File: src/rtl/pipe_pkg.sv
// Shared MEM->WB payload layout (bit offsets/widths of each packed field) and sizing helpers.
package pipe_pkg;

  localparam int WORD_W    = 32;
  localparam int REG_W     = 5;
  localparam int EXC_W     = 5;
  localparam int MEMREAD_W = 3;

  // LSB offsets of each field inside the packed payload, instruction at bit 0.
  localparam int INSTR_B    = 0;
  localparam int EXC_B      = INSTR_B + WORD_W;
  localparam int OPC_B      = EXC_B + EXC_W;
  localparam int OVF_B      = OPC_B + WORD_W;
  localparam int RT_B       = OVF_B + 1;
  localparam int DEST_B     = RT_B + REG_W;
  localparam int ALU_B      = DEST_B + REG_W;
  localparam int MEMDATA_B  = ALU_B + WORD_W;
  localparam int MEMREAD_B  = MEMDATA_B + WORD_W;
  localparam int REGWRITE_B = MEMREAD_B + MEMREAD_W;
  localparam int MEMTOREG_B = REGWRITE_B + 1;

  localparam int WB_PAYLOAD_W = MEMTOREG_B + 1;

  // Pointer width for a DEPTH-entry buffer; a single entry still needs one bit.
  function automatic int PTR_W(input int depth);
    return (depth > 1) ? $clog2(depth) : 1;
  endfunction

endpackage

File: src/rtl/wb_pipe_mem.sv
// DEPTH x WIDTH storage for the WB stage: one synchronous write port, asynchronous read.
// Contents are not reset; validity is tracked by the controlling stage.
module wb_pipe_mem
  import pipe_pkg::*;
#(
  parameter int WIDTH = 105,
  parameter int DEPTH = 2
) (
  input  logic                     clk,
  input  logic                     we,
  input  logic [PTR_W(DEPTH)-1:0]  wr_ptr,
  input  logic [WIDTH-1:0]         wr_data,
  input  logic [PTR_W(DEPTH)-1:0]  rd_ptr,
  output logic [WIDTH-1:0]         rd_data
);

  logic [WIDTH-1:0] mem [DEPTH];

  always_ff @(posedge clk) begin
    if (we) begin
      mem[wr_ptr] <= wr_data;
    end
  end

  assign rd_data = mem[rd_ptr];

endmodule

File: src/rtl/wb_pipe_stage.sv
// MEM->WB valid/ready buffer of DEPTH entries carrying payload plus bubble flag; 1-cycle latency,
// in_ready depends only on registered count (no out_ready path). Optional WB_PIPE_STALL_CNT_EN adds stall_cnt.
module wb_pipe_stage
  import pipe_pkg::*;
#(
  parameter int                DATA_W     = 104,
  parameter int                DEPTH      = 2,
  parameter logic [DATA_W-1:0] RESET_DATA = '0
) (
  input  logic                       clk,
  input  logic                       rst_n,
  input  logic                       in_valid,
  output logic                       in_ready,
  input  logic [DATA_W-1:0]          in_data,
  input  logic                       in_nop,
  input  logic                       flush,
  output logic                       out_valid,
  input  logic                       out_ready,
  output logic [DATA_W-1:0]          out_data,
  output logic                       out_nop,
  output logic [$clog2(DEPTH+1)-1:0] occupancy
`ifdef WB_PIPE_STALL_CNT_EN
  ,
  output logic [15:0]                stall_cnt
`endif
);

  localparam int PW = PTR_W(DEPTH);
  localparam int CW = $clog2(DEPTH + 1);

  logic [CW-1:0]   count;
  logic [PW-1:0]   rd_ptr;
  logic [PW-1:0]   wr_ptr;
  logic            push;
  logic            pop;
  logic [DATA_W:0] head;

  // Explicit wrap so non-power-of-two depths cycle correctly.
  function automatic logic [PW-1:0] next_ptr(input logic [PW-1:0] p);
    return (p == PW'(DEPTH - 1)) ? '0 : p + PW'(1);
  endfunction

  assign in_ready  = (count < CW'(DEPTH));
  assign out_valid = (count != '0);
  assign push      = in_valid && in_ready;
  assign pop       = out_valid && out_ready;
  assign occupancy = count;
  assign out_data  = out_valid ? head[DATA_W-1:0] : RESET_DATA;
  assign out_nop   = out_valid ? head[DATA_W] : 1'b1;

  wb_pipe_mem #(
    .WIDTH (DATA_W + 1),
    .DEPTH (DEPTH)
  ) u_mem (
    .clk     (clk),
    .we      (push),
    .wr_ptr  (wr_ptr),
    .wr_data ({in_nop, in_data}),
    .rd_ptr  (rd_ptr),
    .rd_data (head)
  );

  // Flush wins over any push or pop in the same cycle.
  always_ff @(posedge clk or negedge rst_n) begin
    if (!rst_n) begin
      count  <= '0;
      rd_ptr <= '0;
      wr_ptr <= '0;
    end else if (flush) begin
      count  <= '0;
      rd_ptr <= '0;
      wr_ptr <= '0;
    end else begin
      if (push) begin
        wr_ptr <= next_ptr(wr_ptr);
      end
      if (pop) begin
        rd_ptr <= next_ptr(rd_ptr);
      end
      case ({push, pop})
        2'b10:   count <= count + CW'(1);
        2'b01:   count <= count - CW'(1);
        default: count <= count;
      endcase
    end
  end

`ifdef WB_PIPE_STALL_CNT_EN
  always_ff @(posedge clk or negedge rst_n) begin
    if (!rst_n) begin
      stall_cnt <= '0;
    end else if (flush) begin
      stall_cnt <= '0;
    end else if (out_valid && !out_ready && (stall_cnt != 16'hFFFF)) begin
      stall_cnt <= stall_cnt + 16'd1;
    end
  end
`endif

endmodule

File: config.mk
export PLATFORM = sky130hd
export DESIGN_NAME = wb_pipe_stage
export DESIGN_NICKNAME = d
export VERILOG_FILES = /design/src/rtl/pipe_pkg.sv /design/src/rtl/wb_pipe_mem.sv /design/src/rtl/wb_pipe_stage.sv
export SDC_FILE = /design/constraint.sdc
export NUM_CORES = 1
export LEC_CHECK = 0
export BUFFER_PORTS_ARGS = -buffer_cell sky130_fd_sc_hd__buf_2
export CAP_MARGIN = 20
export CELL_PAD_IN_SITES_DETAIL_PLACEMENT = 1
export CELL_PAD_IN_SITES_GLOBAL_PLACEMENT = 2
export CORE_UTILIZATION = 30
export DETAILED_ROUTE_END_ITERATION = 8
export GPL_TIMING_DRIVEN = 1
export PLACE_DENSITY = 0.73
export REMOVE_ABC_BUFFERS = 1
export SETUP_SLACK_MARGIN = 0.15
export SYNTH_ARGS = -nofsm -noshare
export SYNTH_HDL_FRONTEND = slang
export SYNTH_SLANG_ARGS = --single-unit
File: constraint.sdc
create_clock -name clk -period 6.65 [get_ports clk]
set_clock_uncertainty 0.15 [all_clocks]
set_input_delay 0.3325 -clock clk [delete_from_list [all_inputs] [get_ports clk]]
set_output_delay 0.3325 -clock clk [all_outputs]
set_load 0.01 [all_outputs]
==> results of run 1 <==
[worst max-delay path: stages (launching register included)]
cell and delay, ns:
dfrtp_4 1.12, buf_4 0.79, mux2i_1 0.30, nor2_1 0.08
buf_2 0.17
[layer usage]
metal,vias up,part of all wire [%],track usage (%),routed length (um)
li1,2394,-,-,-
met1,2520,41,15.5,7750
met2,142,52,25.6,9950
met3,27,5.3,2.88,1010
met4,0,1.8,3.50,340
met5,-,0,0,0
[power groups by stage]
stage	registers, mW	clock network (mW)	logic (mW)
final	1.62	1.25	0.351
after global routing	1.63	1.33	0.385
after CTS	1.62	1.29	0.355
after detailed placement	1.65	0	0.303
after global placement	1.64	0	0.293
after floorplan	1.66	0	0.169
[sequential cells by signal, indices dropped and copies added (netlist names)]
signal,count
wr_ptr,1
rd_ptr,1
u_mem.mem,210
occupancy,2
[cell type report]
class                   count  area [sq um]  area share, %
well taps                 341           427           3.74
multi-input cells         227          1570           13.7
clock inverters            15           156           1.37
clock buffers              25           583           5.12
repair buffers            331          2240           19.7
flip-flops and latches    214          6410           56.3
inverters                   3          11.3         0.0988
[cell families (layout without fill, tap and decap cells)]
group                     Yosys count  in the layout  share of synthesized area, %
DFF                               214            214                          78.4
and+or+nand+nor                   115            115                          5.50
muxes                             105            105                          12.9
buffers and inverters              26            374                          2.57
AOI/OAI and AO/OA                   4              4                         0.291
xor gates and xnor gates            3              3                         0.322
[placed cells by master (no fill, tap or decap), drive strengths merged]
cell type    instances
dfrtp                4
nand2                1
nor2b                2
nor3b                1
a221oi               1
bufinv               3
and2                 1
buf                223
o21ai                2
xor2                 2
nand2b               1
clkinv              10
clkbuf              25
nand3                1
xnor2                1
a21oi                1
nor2               108
clkinvlp             1
mux2i              105
inv                  4
edfxtp             210
dlygate4sd3        108
[what timing repair did]
item,in CTS,in global routing
buffers inserted,0,0
setup endpoints to repair,0,0
hold endpoints to repair,218,0
hold buffers,108,0
[metrics by stage]
| stage | setup WS, ns | power, mW | hold slack (ns) | util, % |
|---|---|---|---|---|
| 2_1_floorplan | 0.561 | 1.83 | -0.113 | - |
| 3_3_place_gp | 3.65 | 1.94 | -0.0103 | 35.6 |
| 3_5_place_dp | 3.56 | 1.95 | -0.00272 | 35.6 |
| 4_1_cts | 3.01 | 3.26 | 0.00728 | 42.4 |
| 5_1_grt | 2.91 | 3.35 | 0.0249 | 42.5 |
| 6_report | 3.10 | 3.22 | 0.0293 | 42.5 |
[final timing paths]
path | from | to | slack (ns) | depth (start not counted)
max | rd_ptr | out_data[48] | 3.10 | 4
min | rst_n | rd_ptr | 0.03 | 2
max reg2reg | occupancy[1] | u_mem.mem[1][32] | 3.86 | 3
min reg2reg | wr_ptr | wr_ptr | 0.48 | 2
max in group asynchronous | rst_n | rd_ptr | 6.18 | 2
min in group clk | out_ready | rd_ptr | 0.14 | 4
==> flow_summary_export.csv, run 1 <==
group,metric,value,unit
status,run_status,"complete, no violations",
logic_synthesis,synth.top_cells.by_count,"210 x edfxtp_1, 107 x nor2_1, 105 x mux2i_1, 9 x buf_4, 8 x buf_2",
worst_setup_path,critical_path_peak_fanout,58,
job,maxCapViolations,0,
finish,n_antenna_cell,0,
global_route,grt-ovfl-total,0,
die,die-area,0.0279,sq mm
sta,worst_pin_slew,1.05,ns
clocking,tritoncts.num_buffers,23,
logic_synthesis,synthArstFlopShare,1.87,%
global_route,grt_pass1_wl,30000,um
die,floorplan.initialDensity,30.5,%
worst_setup_path,worst_ep_arrival_time,3.07,ns
finish,area.growth.synth_to_final,39.5,%
logic_synthesis,synthesis.instances,467,
global_route,global_route.usage.total,13.6,%
logic_synthesis,synth_register_bits,214,
drt,vias_per_cell,4.40,
sta,min_period,3.55,ns
clocking,cts-htree-levels,1,
finish,finish.instance_area,0.0114,sq mm
power,netSwitchingPower,0.722,mW
clocking,cts_num_sinks,214,
power,internal_power,2.49,mW
clocking,clock_tree.buffer_depth,3,
logic_synthesis,netlist.area_leader.share,77.2,%
placed_design,port-buffer-count,218,
logic_synthesis,yosys_warnings,0,
logic_synthesis,post_synth_instance_area,0.00817,sq mm
logic_synthesis,synth_ff_type,"edfxtp_1",
logic_synthesis,synth.yosys.seq_area_share,78.4,%
sta,final_setup_viols,0,
die,die-width,167,um
sta,timing.fmax,282,MHz
worst_hold_path,worstHoldPathType,"input port to asynchronous set/reset pin",
drt,detailroute.via_count,5083,
placed_design,place_area,0.00955,sq mm
power,power_density,282,mW/mm^2
worst_setup_path,required_time_at_the_worst_slack_endpoint,6.17,ns
clocking,post_cts_resize_count,0,
power,p_leak,4.36,nW
finish,fill_cells,2728,
power,power.sequential.fraction,50.4,%
clocking,clk_latency,0.49,ns
logic_synthesis,yosysTopAreaCell,"edfxtp_1",
logic_synthesis,synth_edf_count,210,
logic_synthesis,synth_area_leaders,"edfxtp_1 77%, mux2i_1 13%, nor2_1 4.9%",
sta,grt_setup_unrepaired,"false",
global_route,vias_in_the_first_global_route,5740,
die,die_height,167,um
drt,first_pass_iters,4,
sta,finalHoldViolCount,0,
clocking,ctsRootBufferMaster,"clkbuf_16",
drt,wirelength,19000,um
power,vdd.ir_drop.worst,0.204,mV
finish,layout.nets,910,
worst_setup_path,worstSetupEndpointType,"primary output",
global_route,largest_net_degree_at_the_start_of_global_routing,106,
worst_setup_path,start_kind,"flop",
sta,fin_setup_tns,0,ns
sta,slew-limit-headroom,30.2,%
logic_synthesis,post_synthesis_average_cell_area,17.5,sq um
finish,final_cells,1156,
finish,post_route_cells_drive_above_1_share,31.9,%
power,comb_power_share,10.9,%
placed_design,gpl.final_weighted_congestion,0.724,
worst_setup_path,kind_of_critical_path,"flop to primary output",
die,top_level_ports,219,
power,clockPowerShare,38.7,%
sta,timing.final.crit_share,53.4,%
placed_design,numPlacedInstances,1007,
power,switching_share,22.4,%
die,placeableCoreArea,0.0268,sq mm
clocking,clkTransAtPathRegs,0.06,ns
sta,finalMaxSlewViolations,0,
drt,drt-initial-drc-count,182,
global_route,number_of_antenna_violations_at_the_first_check_in_global_routing,0,
placed_design,dp_hpwl,11700,um
drt,route.detailed.wl_per_inst,16.5,um
clocking,cts_tree,"done",
die,num_rows,60,
drt,ant_nets,0,
logic_synthesis,synth_cell_type_count,22,
drt,drcViolationCount,0,
logic_synthesis,yosys.cell_count.top_type,"edfxtp_1",
No activity file was read; power rests on OpenSTA's default activity.
==> run 2: changes to the inputs <==
==> constraint.sdc (replaced) <==
create_clock -name clk -period 3.5 [get_ports clk]
set_clock_uncertainty 0.15 [all_clocks]
set_input_delay 0.175 -clock clk [delete_from_list [all_inputs] [get_ports clk]]
set_output_delay 0.175 -clock clk [all_outputs]
set_load 0.01 [all_outputs]
==> flow_summary_export.csv, run 2 (same netlist as run 1, synthesis figures left out) <==
group,metric,value,unit
worst_setup_path,kind_of_critical_path,"flop to primary output",
worst_setup_path,crit_chain,"buf_12 -> mux2i_1 -> nor2_1 -> buf_2",
clocking,cts_tree,"done",
clocking,postCtsSetupBuffers,0,
drt,drcViolationCount,0,
finish,finish.instance_area,0.0114,sq mm
sta,fin_setup_tns,0,ns
worst_setup_path,critical_path_peak_fanout,105,
power,internal_power,4.58,mW
sta,min_period,2.46,ns
drt,route.met2.wl,9870,um
sta,slew-limit-headroom,47.1,%
placed_design,numPlacedInstances,1009,
global_route,number_of_antenna_violations_at_the_first_check_in_global_routing,0,
worst_setup_path,required_time_at_the_worst_slack_endpoint,3.17,ns
finish,layout.nets,914,
drt,detail_route.wirelength.met1,7510,um
global_route,global_route.usage.total,13.4,%
sta,finalMaxSlewViolations,0,
die,die_height,167,um
drt,ant_nets,0,
power,power_density,520,mW/mm^2
drt,top_layer,"met4",
drt,vias_per_cell,4.39,
finish,largest_register_ffs,210,
power,power.total,5.91,mW
power,vdd.ir_drop.worst,0.232,mV
worst_setup_path,start_kind,"flop",
die,die-area,0.0279,sq mm
die,floorplan.initialDensity,30.5,%
drt,wirelength,18700,um
sta,timing.fmax,407,MHz
worst_setup_path,worst_path_largest_cell_delay,0.53,ns
die,placeableCoreArea,0.0268,sq mm
drt,first_pass_iters,4,
finish,area.growth.synth_to_final,39.1,%
power,switching_share,22.6,%
clocking,cts-htree-levels,1,
clocking,cts_num_sinks,214,
clocking,clock_tree.buffer_depth,3,
worst_setup_path,worstSetupEndpointType,"primary output",
drt,detailroute.via_count,5080,
power,clockPowerShare,36.7,%
placed_design,post-place-ws,1.37,ns
clocking,post_cts_resize_count,0,
sta,final_setup_viols,0,
clocking,cts_hold_buffers,111,
worst_setup_path,critical-path-slowest-cell,"buf_12",
finish,post_route_cells_drive_above_1_share,31.3,%
drt,route.detailed.wl_per_inst,16.2,um
finish,layout_common_cells,"218 x buf_2, 210 x edfxtp_1, 111 x dlygate4sd3_1",
power,p_leak,4.34,nW
global_route,grt_pass1_wl,29500,um
die,num_rows,60,
placed_design,dp_hpwl,11300,um
die,top_level_ports,219,
clocking,tritoncts.num_buffers,23,
sta,timing.final.crit_share,70.2,%
worst_setup_path,worst_ep_arrival_time,2.13,ns
status,run_status,"complete, no violations",
clocking,clkTransAtPathRegs,0.06,ns
sta,grt_setup_unrepaired,"false",
power,power.sequential.fraction,51.6,%
clocking,clk_latency,0.49,ns
power,netSwitchingPower,1.34,mW
global_route,grt-ovfl-total,0,
finish,fill_cells,2751,
job,maxCapViolations,0,
worst_hold_path,worstHoldPathType,"input port to flop",
finish,regMostFlops,"u_mem.mem",
placed_design,gpl.final_weighted_congestion,0.753,
global_route,vias_in_the_first_global_route,5698,
sta,worst_pin_slew,0.793,ns
sta,timing.hold.ws,0.247,ns
sta,worst_slack,1.04,ns
die,die-width,167,um
finish,final_cells,1158,
finish,n_antenna_cell,0,
sta,finalHoldViolCount,0,
clocking,ctsRootBufferMaster,"clkbuf_16",
global_route,largest_net_degree_at_the_start_of_global_routing,106,
drt,detailroute.wirelength.met3,1020,um
finish,final_core_density,42.4,%
drt,drt-initial-drc-count,223,
power,comb_power_share,11.7,%
finish,layout.cells.most_common,"buf_2",
placed_design,port-buffer-count,218,
placed_design,place_area,0.00959,sq mm
run 2: path summary, 6_finish.rpt:
path                              start          endpoint  slack [ns]  cells past startpoint
max                              rd_ptr      out_data[73]        1.04                      4
min                         in_data[12]  u_mem.mem[0][12]        0.25                      2
max reg2reg                occupancy[1]   u_mem.mem[1][0]        1.31                      3
min reg2reg                      wr_ptr            wr_ptr        0.50                      2
max in group asynchronous         rst_n            rd_ptr        2.55                      3
min in group asynchronous         rst_n      occupancy[1]        0.44                      3
run 2: final cells by class:
class / instances / area, sq um / share of cell area, %
clock buffers: 25 / 583 / 5.13
clock inverters: 13 / 82.6 / 0.727
inverters: 3 / 11.3 / 0.0991
multi-input cells: 227 / 1570 / 13.8
flip-flops and latches: 214 / 6410 / 56.4
well taps: 341 / 427 / 3.75
repair buffers: 335 / 2280 / 20.1
run 2: power by group through the flow:
stage / logic, mW / clock network (mW) / registers, mW
5_1_grt: 0.763 / 2.34 / 3.06
4_1_cts: 0.708 / 2.24 / 3.05
3_5_place_dp: 0.607 / 0 / 3.10
2_1_floorplan: 0.321 / 0 / 3.15
6_report: 0.694 / 2.17 / 3.05
3_3_place_gp: 0.588 / 0 / 3.09
run 2: critical path: cells and delay by family, from the launching register on:
family | cells | cell delay [ns]
and+or+nand+nor | 1 | 0.08
muxes | 1 | 0.28
DFF | 1 | 0.43
buffers and inverters | 2 | 0.71
run 2: layer usage:
metal  vias up  GRT usage, %
met5         -             0
met4         0          3.46
li1       2406             -
met3        24          2.64
met1      2496          15.5
met2       154          25.2
==> run 3: changes to the inputs <==
--- a/config.mk
+++ b/config.mk
@@ -5,6 +5,7 @@
 export SDC_FILE = /design/constraint.sdc
 export NUM_CORES = 1
 export LEC_CHECK = 0
+export ABC_AREA = 1
 export BUFFER_PORTS_ARGS = -buffer_cell sky130_fd_sc_hd__buf_2
 export CAP_MARGIN = 20
 export CELL_PAD_IN_SITES_DETAIL_PLACEMENT = 1
@@ -12,7 +13,7 @@
 export CORE_UTILIZATION = 30
 export DETAILED_ROUTE_END_ITERATION = 8
 export GPL_TIMING_DRIVEN = 1
-export PLACE_DENSITY = 0.73
+export PLACE_DENSITY = 0.79
 export REMOVE_ABC_BUFFERS = 1
 export SETUP_SLACK_MARGIN = 0.15
 export SYNTH_ARGS = -nofsm -noshare
==> constraint.sdc (replaced) <==
create_clock -name clk -period 2.2 [get_ports clk]
set_clock_uncertainty 0.15 [all_clocks]
set_input_delay 0.11 -clock clk [delete_from_list [all_inputs] [get_ports clk]]
set_output_delay 0.11 -clock clk [all_outputs]
set_load 0.01 [all_outputs]
==> flow_summary_export.csv, run 3 <==
group,metric,value,unit
power,clockPowerShare,29.7,%
clocking,clk_latency,0.51,ns
logic_synthesis,synthArstFlopShare,1.87,%
logic_synthesis,synth.top_cells.by_count,"221 x nand2_1, 210 x edfxtp_1, 105 x a21oi_1, 17 x buf_2, 10 x buf_4",
sta,worst_slack,0.113,ns
finish,layout_common_cells,"216 x buf_2, 211 x nand2_1, 210 x edfxtp_1",
logic_synthesis,post_synthesis_average_cell_area,13.5,sq um
logic_synthesis,yosys_warnings,0,
power,switching_share,30.6,%
status,violations_in_the_final_reports,"design-rule violations",
power,comb_power_share,28.9,%
drt,first_pass_iters,8,
sta,timing.fmax,479,MHz
die,placeableCoreArea,0.0262,sq mm
clocking,tritoncts.num_buffers,23,
finish,area.growth.synth_to_final,49.6,%
global_route,global_route.usage.total,15.8,%
drt,route.detailed.wl_per_inst,18.9,um
global_route,grt-ovfl-total,0,
drt,vias_per_cell,4.60,
sta,timing.final.crit_share,94.9,%
finish,layout.cells.most_common,"buf_2",
worst_setup_path,required_time_at_the_worst_slack_endpoint,1.94,ns
die,num_rows,59,
global_route,largest_net_degree_at_the_start_of_global_routing,64,
job,maxCapViolations,0,
worst_setup_path,critical_path_peak_fanout,7,
sta,min_period,2.09,ns
finish,layout.nets,1061,
logic_synthesis,synth_register_bits,214,
logic_synthesis,synth_cell_type_count,16,
die,top_level_ports,219,
clocking,cts_num_sinks,214,
worst_hold_path,worstHoldPathType,"input port to flop",
clocking,cts_tree,"done",
sta,worst_pin_slew,0.364,ns
finish,post_route_cells_drive_above_1_share,34.0,%
logic_synthesis,synth_ff_type,"edfxtp_1",
finish,regMostFlops,"u_mem.mem",
clocking,clkTransAtPathRegs,0.06,ns
logic_synthesis,post_synth_instance_area,0.00805,sq mm
die,floorplan.initialDensity,30.7,%
clocking,clock_tree.buffer_depth,3,
finish,final_cells,1301,
clocking,cts-htree-levels,1,
placed_design,dp_hpwl,12300,um
power,netSwitchingPower,3.75,mW
drt,ant_nets,0,
die,die-width,166,um
clocking,ctsRootBufferMaster,"clkbuf_16",
logic_synthesis,synthesis.instances,595,
logic_synthesis,synth_area_leaders,"edfxtp_1 78%, nand2_1 10%, a21oi_1 6.5%",
placed_design,gpl.final_weighted_congestion,0.723,
drt,drcViolationCount,13,
logic_synthesis,yosysTopAreaCell,"edfxtp_1",
power,power_density,1020,mW/mm^2
global_route,vias_in_the_first_global_route,6294,
finish,n_antenna_cell,0,
global_route,grt_pass1_wl,34200,um
placed_design,place_area,0.00959,sq mm
placed_design,post-place-ws,0.419,ns
sta,timing.hold.ws,0.173,ns
drt,detailroute.via_count,5982,
worst_setup_path,worstSetupEndpointType,"primary output",
logic_synthesis,netlist.area_leader.share,78.3,%
finish,fill_cells,2739,
finish,finish.instance_area,0.0121,sq mm
logic_synthesis,synth.yosys.seq_area_share,79.6,%
sta,finalHoldViolCount,0,
drt,drt-initial-drc-count,384,
power,power.total,12.3,mW
status,run_status,"finished, violations left",
drt,wirelength,24600,um
power,vdd.ir_drop.worst,0.469,mV
die,die-area,0.0275,sq mm
logic_synthesis,synth_edf_count,210,
logic_synthesis,yosys.cell_count.top_type,"nand2_1",
power,power.sequential.fraction,41.4,%
sta,final_setup_viols,0,
finish,largest_register_ffs,210,
die,die_height,166,um
worst_setup_path,worst_ep_arrival_time,1.83,ns
worst_setup_path,kind_of_critical_path,"flop to primary output",
power,p_leak,4.87,nW
power,internal_power,8.53,mW
placed_design,port-buffer-count,218,
sta,finalMaxSlewViolations,0,
sta,slew-limit-headroom,75.8,%
placed_design,numPlacedInstances,1125,
worst_setup_path,start_kind,"flop",
sta,grt_setup_unrepaired,"true",
global_route,number_of_antenna_violations_at_the_first_check_in_global_routing,0,
run 3: cell types whose count changed in the layout (fill, tap and decap cells not counted), sizes merged, moves of 3 or more:
cell and change:
nand2 +222, mux2i -105, a21oi +104, nor2 -102, buf +21, clkbuf +10
inv +4, nand3 +3
run 3: area by class of cell:
type | count | area (sq um) | area share (%)
inverters | 7 | 38.8 | 0.322
multi-input cells | 340 | 1560 | 13.0
repair buffers | 365 | 2910 | 24.2
flip-flops and latches | 214 | 6410 | 53.2
clock inverters | 14 | 115 | 0.955
clock buffers | 26 | 587 | 4.87
well taps | 335 | 419 | 3.48
run 3: per-layer routing:
layer	share of wire [%]	vias to the layer above	global-route usage [%]
li1	-	2811	-
met1	43	2970	19.3
met2	50	171	28.3
met3	5.5	30	3.46
met4	1.6	0	3.90
met5	0	-	0
run 3: power by group through the flow:
stage	clock [mW]	sequential, mW	combinational, mW
final	3.64	5.08	3.55
after global routing	3.89	5.12	3.83
after CTS	3.73	5.07	2.99
after detailed placement	0	5.18	2.58
after global placement	0	5.16	2.55
after floorplan	0	5.26	1.28
run 3: cell families after synthesis:
kind of cell    count (synthesis)  share of synthesized area (%)
compound gates                107                           6.65
flops                         214                           79.6
simple gates                  233                           11.0
buf+inv                        41                           2.75
run 3: what timing repair did:
item | 4_1_cts | 5_1_grt
resized for setup | 5 | 51
endpoints found under the hold margin | 218 | 0
gates cloned | 4 | 12
pin swaps | 0 | 5
buffers inserted | 4 | 5
hold buffers | 111 | 0
setup endpoints to repair | 105 | 104
run 3: worst paths after layout:
path	slack (ns)	startpoint	end	cells past startpoint
min reg2reg	0.45	occupancy[1]	occupancy[1]	2
min in group asynchronous	0.38	rst_n	rd_ptr	3
min	0.17	in_data[18]	u_mem.mem[0][18]	2
max in group asynchronous	1.29	rst_n	occupancy[1]	3
max reg2reg	0.31	occupancy[1]	occupancy[0]	8
max	0.11	rd_ptr	out_data[30]	6
run 3: through the flow:
stage	utilization [%]	TNS (ns)
2_1_floorplan	-	-941.95
3_3_place_gp	36.6	0
3_5_place_dp	36.6	0
4_1_cts	44.2	0
5_1_grt	46.0	0
6_report	46.0	0
run 3: worst max-delay path, cell delays in order (launching register included):
cell and delay [ns]:
dfrtp_4 0.53, clkinv_8 0.13, buf_12 0.14, clkbuf_16 0.16, nand2_2 0.06, a21oi_2 0.12
buf_2 0.16
